`src/rtl/mult_8x8_seq_ctrl_pkg.sv`:
```
// mult_pkg: shared state encoding and partial-product shift amounts
package mult_pkg;
  typedef enum logic [2:0] {IDLE, LL, HL, LH, HH, DONE} state_e;
  localparam int SH_LL  = 0;
  localparam int SH_MID = 4;
  localparam int SH_HH  = 8;
endpackage

```
`src/rtl/mult_8x8_seq_ctrl_approx.sv`:
```
// mult_approx: shared 4x4 unsigned multiplier core
module mult_approx (
  input  logic [3:0] a,
  input  logic [3:0] b,
  output logic [7:0] prod
);
  assign prod = {4'b0, a} * {4'b0, b};
endmodule

```
`src/rtl/mult_8x8_seq_ctrl.sv`:
```
// mult_8x8_seq_ctrl: 8x8 unsigned multiplier built from one 4x4 core stepped over four nibble products
module mult_8x8_seq_ctrl
  import mult_pkg::*;
#(
  parameter bit SKIP_LL = 1'b0,
  parameter int CNT_W   = 16
) (
  input  logic             clk,
  input  logic             rst_n,
  input  logic             flush,
  input  logic             in_valid,
  output logic             in_ready,
  input  logic [7:0]       a,
  input  logic [7:0]       b,
  output logic             out_valid,
  input  logic             out_ready,
  output logic [15:0]      prod,
  output logic             busy,
  output logic [CNT_W-1:0] op_count
);
  state_e           state_q, state_d;
  logic [7:0]       a_q, a_d, b_q, b_d;
  logic [15:0]      acc_q, acc_d, prod_q, prod_d;
  logic [CNT_W-1:0] op_count_q, op_count_d;
  logic [3:0]       core_a, core_b;
  logic [7:0]       core_p;
  logic [15:0]      term;
  logic             accept, out_hs;

  assign out_valid = state_q == DONE;
  assign busy      = state_q != IDLE;
  assign in_ready  = (state_q == IDLE) | (out_valid & out_ready);
  assign prod      = prod_q;
  assign op_count  = op_count_q;
  assign accept    = in_valid & in_ready & ~flush;
  assign out_hs    = out_valid & out_ready & ~flush;

  mult_approx u_core (.a(core_a), .b(core_b), .prod(core_p));

  // Nibble select and shift of the current partial product
  always_comb begin
    core_a = (state_q == HL || state_q == HH) ? a_q[7:4] : a_q[3:0];
    core_b = (state_q == LH || state_q == HH) ? b_q[7:4] : b_q[3:0];
    term   = (state_q == LL) ? {8'b0, core_p} << SH_LL :
             (state_q == HH) ? {8'b0, core_p} << SH_HH : {8'b0, core_p} << SH_MID;
  end

  // Next-state, accumulate and operand capture; flush wins over everything
  always_comb begin
    state_d    = state_q;
    a_d        = a_q;
    b_d        = b_q;
    acc_d      = acc_q;
    prod_d     = prod_q;
    op_count_d = op_count_q + CNT_W'(out_hs);
    case (state_q)
      LL: begin acc_d = acc_q + term; state_d = HL; end
      HL: begin acc_d = acc_q + term; state_d = LH; end
      LH: begin acc_d = acc_q + term; state_d = HH; end
      HH: begin prod_d = acc_q + term; acc_d = acc_q + term; state_d = DONE; end
      default: state_d = (state_q == DONE && out_ready) ? IDLE : state_q;
    endcase
    if (accept) begin
      a_d     = a;
      b_d     = b;
      acc_d   = '0;
      state_d = SKIP_LL ? HL : LL;
    end
    if (flush) begin
      state_d = IDLE;
      acc_d   = '0;
    end
  end

  // State and datapath registers
  always_ff @(posedge clk or negedge rst_n) begin
    if (!rst_n) begin
      state_q    <= IDLE;
      a_q        <= '0;
      b_q        <= '0;
      acc_q      <= '0;
      prod_q     <= '0;
      op_count_q <= '0;
    end else begin
      state_q    <= state_d;
      a_q        <= a_d;
      b_q        <= b_d;
      acc_q      <= acc_d;
      prod_q     <= prod_d;
      op_count_q <= op_count_d;
    end
  end
endmodule

```
`config.mk`:
```
export PLATFORM = sky130hd
export DESIGN_NAME = mult_8x8_seq_ctrl
export DESIGN_NICKNAME = d
export VERILOG_FILES = /design/src/rtl/mult_8x8_seq_ctrl_pkg.sv /design/src/rtl/mult_8x8_seq_ctrl_approx.sv /design/src/rtl/mult_8x8_seq_ctrl.sv
export SDC_FILE = /design/constraint.sdc
export NUM_CORES = 1
export LEC_CHECK = 0
export ABC_AREA = 1
export CAP_MARGIN = 30
export CORE_UTILIZATION = 54
export DETAILED_ROUTE_END_ITERATION = 7
export PLACE_DENSITY = 0.91
export RECOVER_POWER = 25
export SYNTH_ARGS = -nofsm -noshare
export SYNTH_HDL_FRONTEND = slang
export SYNTH_SLANG_ARGS = --single-unit
```
`constraint.sdc`:
```
create_clock -name clk -period 5.42 [get_ports clk]
set_clock_uncertainty 0.2 [all_clocks]
set_input_delay 1.355 -clock clk [delete_from_list [all_inputs] [get_ports clk]]
set_output_delay 1.355 -clock clk [all_outputs]
set_load 0.01 [all_outputs]
```
**Yosys cells after proc, flatten, opt, wreduce, memory -nomap -nowiden**

Cells that the tools add are included.

- Bits in registers: 67
- Input port bits: 21
- Output and inout port bits: 35

- Add/sub/neg operators: 2
- Multiply operators: 1
- Eq/ne operators: 5
- Multiplexer cells: 11
- Bitwise gates (word level): 6
- Reduce and logical (&&, ||, !) cells: 8

Operators by type and width:

| kind | number |
|---|---|
| two-way mux 16 bit | 5 |
| adder 16 x 1 -> 16 bit | 1 |
| adder 16 bit | 1 |
| one-hot mux 3 bit (4 select lines) | 1 |
| two-way mux 3 bit | 3 |
| multiplier 4 x 4 -> 8 bit | 1 |
| two-way mux 4 bit | 2 |
| nonzero test 7 bit | 1 |
| equality test 3 x 2 -> 1 bit (second input constant) | 2 |
| equality test 3 bit (second input constant) | 2 |
| nonzero test 3 bit | 2 |
| AND 1 bit | 4 |
| OR reduction 4 bit | 1 |
| equality test 3 x 1 -> 1 bit (second input constant) | 1 |
| zero test 3 bit | 1 |
| logical OR 1 bit | 2 |
| logical AND 1 bit | 1 |
| NOT 1 bit | 1 |
| bitwise OR 1 bit | 1 |

**Longest topological paths before layout**

- Depth after elaboration: 10
- Mapped depth: 29
- Depth with buffers taken out: 29

**Hierarchy**

From an unflattened synthesis, not the netlist that was laid out.

- Cells, all modules: 589
- Area, all modules: 4301.6 µm²

By module, submodules not included:

| module | times used | cells an instance | area each (µm²) |
|---|---|---|---|
| mult_8x8_seq_ctrl | 1 | 519 | 3838.7 |
| mult_approx | 1 | 70 | 462.9 |

**Least setup slack after synthesis**

No wires, ideal clock.

- Path type: reg-to-reg
- Start: register state_q[0]
- End: register acc_q[13]
- Library setup time: 0.117 ns
- Arrival: 4.386 ns
- Setup slack: 0.717 ns
- Cell stages (with the launch flop): 24
- Buffers on the path: 1
- Period minus slack after synthesis: 4.703 ns
- Cells stage by stage: dfrtp_1 > nor2_1 > nand2_1 > buf_4 > nand2_2 > nand2_1 > o21ai_1 > nand2_1 > fa_1 > inv_1 > fa_1 > inv_1 > fa_1 > o21ai_0 > a21oi_1 > xor2_1 > o22ai_1 > ha_1 > a21oi_1 > nor2_1 > nor3_1 > nand3b_1 > nand3_1 > nand2_1

- Cells in the longest elaborated chain, start to end: 10

RTL lines:

| what | line | text |
|---|---|---|
| from (decl) | mult_8x8_seq_ctrl.sv:21 | `state_e state_q, state_d;` |
| from (signal assigned) | mult_8x8_seq_ctrl.sv:85 | `state_q <= state_d;` |
| equality test 3 x 2 -> 1 bit, or another cell as far along | mult_8x8_seq_ctrl.sv:42, mult_8x8_seq_ctrl.sv:56 |  |
| logical OR 1 bit (on tied branches) | mult_8x8_seq_ctrl.sv:42, mult_8x8_seq_ctrl.sv:43 |  |
| two-way mux 4 bit (on tied branches) | mult_8x8_seq_ctrl.sv:42, mult_8x8_seq_ctrl.sv:43 |  |
| multiplier 4 x 4 -> 8 bit | mult_8x8_seq_ctrl_approx.sv:7 | `assign prod = {4'b0, a} * {4'b0, b};` |
| two-way mux 16 bit | mult_8x8_seq_ctrl.sv:45 | `(state_q == HH) ? {8'b0, core_p} << SH_HH : {8'b0, core_p} << SH_MID;` |
| two-way mux 16 bit | mult_8x8_seq_ctrl.sv:44 | `term = (state_q == LL) ? {8'b0, core_p} << SH_LL :` |
| adder 16 bit | -- |  |
| two-way mux 16 bit | -- |  |
| two-way mux 16 bit | mult_8x8_seq_ctrl.sv:63 | `if (accept) begin` |
| two-way mux 16 bit | mult_8x8_seq_ctrl.sv:69 | `if (flush) begin` |
| to (signal assigned) | mult_8x8_seq_ctrl.sv:81 | `acc_q <= '0;` |
| to (signal assigned) | mult_8x8_seq_ctrl.sv:88 | `acc_q <= acc_d;` |
| to (decl) | mult_8x8_seq_ctrl.sv:23 | `logic [15:0] acc_q, acc_d, prod_q, prod_d;` |

Several ways; a longest one is shown, not always the timed one. The select of a mux whose other input is x is not followed.
A chain may end at the register's enable or synchronous reset.

**Final worst setup path**

- Start: register state_q[1]
- End: register acc_q[14]

The elaborated chain is that of the path after synthesis.

==> flow_metrics.py <==
metrics = {
    "run_status": {
        "outcome": "finished with violations",
        "violations": "max-capacitance violations, max-slew violations",
    },
    "finish": {
        "final_cell_mix": "nand2_1 (169), dfrtp_1 (67), clkdlybuf4s50_1 (54)",
        "drive_gt1_share_pct": 6.379,
        "layout.nets": 630,
        "diodes": 0,
        "syn_to_final_growth_pct": 21.75,
        "final_util_pct": 68.10,
        "final_common_cell": "nand2_1",
    },
    "timing": {
        "holdWs_ns": 0.2790,
        "worst_slack_ns": 0.3041,
        "relSlewSlack_pct": -53.30,
        "fin_tns_setup_ns": 0,
        "hold_violations": 0,
        "period_minus_slack_ns": 5.116,
        "drv_slew": 45,
        "setup_viol": 0,
        "min_period_over_period_pct": 94.39,
        "max_freq_mhz": 195.5,
        "worst_pin_slew_ns": 2.300,
    },
    "floorplan": {
        "die_y_um": 88.91,
        "fp-row-count": 31,
        "coreArea_mm2": 0.007292,
        "die_w_um": 88.91,
        "start_util_pct": 55.94,
        "die_area_mm2": 0.007905,
        "pin_count": 56,
    },
    "setup_path": {
        "rrSetupSlack_ns": 0.30,
        "startpoint": "state_q[1]",
        "r2r_start": "state_q[1]",
        "critical_path_required_ns": 5.47,
        "worstPathArrival_ns": 5.16,
        "crit_type": "flip-flop to flip-flop",
        "crit_path_end_kind": "flip-flop",
        "cp_max_fo": 9,
        "cp-start-kind": "flip-flop",
    },
    "logic_synthesis": {
        "synth.avg_cell_area_um2": 7.920,
        "ys_ff_latch": 67,
        "ys.flop_type": "dfrtp_1",
        "synth_edf_count": 0,
        "synth_warnings": 0,
        "synth_cells": 515,
        "syn_area_mm2": 0.004079,
        "yosysSeqAreaShare_pct": 41.10,
        "synth-async-reset-ratio_pct": 100.0,
        "syn-num-nets": 570,
        "synthDistinctLibCells": 30,
    },
    "clock_tree": {
        "cts_buffer_depth": 2,
        "clk_pin_slew_ns": 0.08,
        "postCtsHoldBufs": 0,
        "insertion_delay_ns": 0.36,
        "cts_root_buffer": "clkbuf_8",
        "numCtsBuffers": 9,
        "clock_sinks": 67,
        "cts_tree": "done",
        "postCtsSetupBuffers": 0,
        "htreeDepth": 3,
    },
    "routing": {
        "viasPerCell": 5.274,
        "vias": 3581,
        "first_pass_iters": 5,
        "drc_errors": 0,
        "wire_per_inst_um": 13.73,
        "totalWireLength_um": 9324,
        "antenna_left": 0,
        "drt_iter0_drc": 199,
    },
    "global_route": {
        "grt_max_degree": 45,
        "overflow": 0,
        "grt_pass1_vias": 3475,
        "grt_pass1_wl_um": 15740,
        "antenna_found_initial": 0,
        "grt_usage_pct": 26.24,
    },
    "hold_path": {
        "hold_start": "prod[5]",
        "min_path_type": "flip-flop to flip-flop",
    },
    "power": {
        "power_density_mw_per_mm2": 507.8,
        "max-vdd-ir-drop_v": 0.0002363,
        "power.total_mw": 2.522,
        "leakagePower_nw": 2.656,
    },
    "flow_run": {
        "maxCapViolCount": 1,
    },
    "placed_design": {
        "dp_slack_ns": 0.3775,
        "dp_hpwl_um": 6908,
        "portBuffers": 55,
        "gp_congestion": 0.9066,
    },
}
metal layers:
metal  vias to the layer above  part of all wire, %  global-route usage, %
met5                         -                    0                      0
met1                      1667                   44                  33.08
met4                         0                  3.1                  12.32
met3                        27                  4.0                  3.509
li1                       1776                    -                      -
met2                       111                   49                  44.90
cell usage after synthesis, drive strengths merged, types with 6 or more instances:
cell   count  area, um2
nand2    175      674.4
xnor2     10      87.58
inv       58      217.7
buf        6      41.28
xor2      15      131.4
dfrtp     67       1677
a21oi     14      70.07
nand4      8      50.05
ha        29      362.9
nand3     30      160.2
a22o       6      52.55
o22ai     10      62.56
o21ai     24      120.1
nor2      43      178.9
metrics by stage:
stage,instance area (um2),std cells
after global routing,4966,679
after CTS,4947,679
after floorplan,4079,515
after global placement,4715,663
final,4966,679
after detailed placement,4715,663
flip-flops by register name, summed over array words and instances, names as in the netlist:
register	flops
b_q	8
state_q	3
a_q	8
acc_q	16
op_count	16
prod	16
final cells by class:
type	instances	area (um2)
tap	99	123.9
timing repair buffer	57	555.5
fill	605	2326
clock inverter	6	95.09
multi-input combinational	382	2160
inverter	58	217.7
sequential	67	1677
clock buffer	10	137.6
cells by family (layout without fill, tap and decap cells):
family	count (synthesis)	after routing	synth area share [%]
DFF	67	67	41.10
xor gates and xnor gates	25	25	5.368
AOI/OAI and AO/OA	56	56	7.853
adders and majority gates	34	34	11.35
buffers and inverters	66	131	6.534
and+or+nand+nor	267	267	27.79
final timing paths:
| kind | end | cells after the start |
|---|---|---|
| max | acc_q[14] | 25 |
| min | prod[5] | 2 |
| max reg2reg | acc_q[14] | 25 |
| min reg2reg | prod[5] | 2 |
| max in group asynchronous | a_q[1] | 2 |
| min in group asynchronous | prod[12] | 1 |
timing repair:
| item | CTS | global route |
|---|---|---|
| resized for setup | 0 | 7 |
| hold endpoints to repair | 0 | 0 |
| setup endpoints to repair | 0 | 9 |
critical path, cell delays in order, from the launching register on:
cell     delay [ns]
dfrtp_1        0.42
inv_2          0.11
nor2_2         0.05
nand2_1        0.11
nand2_4        0.09
o21ai_0        0.34
nand2_1        0.14
fa_1           0.56
inv_1          0.06
fa_1           0.56
inv_1          0.07
fa_1           0.45
o21ai_0        0.18
a21oi_1        0.09
xor2_1         0.26
o22ai_1        0.12
ha_1           0.37
nand2_1        0.11
inv_1          0.10
nand3_1        0.10
nor3_1         0.14
nand2_1        0.09
nand2_1        0.08
nand2_1        0.07
nand3_1        0.07
nand2_1        0.06
report_power, final:
group | leakage (nW) | internal (mW) | total [mW] | switching (mW)
registers | 0.891 | 0.623 | 0.692 | 0.0699
clock network | 0.118 | 0.277 | 0.493 | 0.216
logic | 1.65 | 0.502 | 1.34 | 0.835
total | 2.66 | 1.40 | 2.52 | 1.12
No activity file was read; power rests on OpenSTA's default activity.
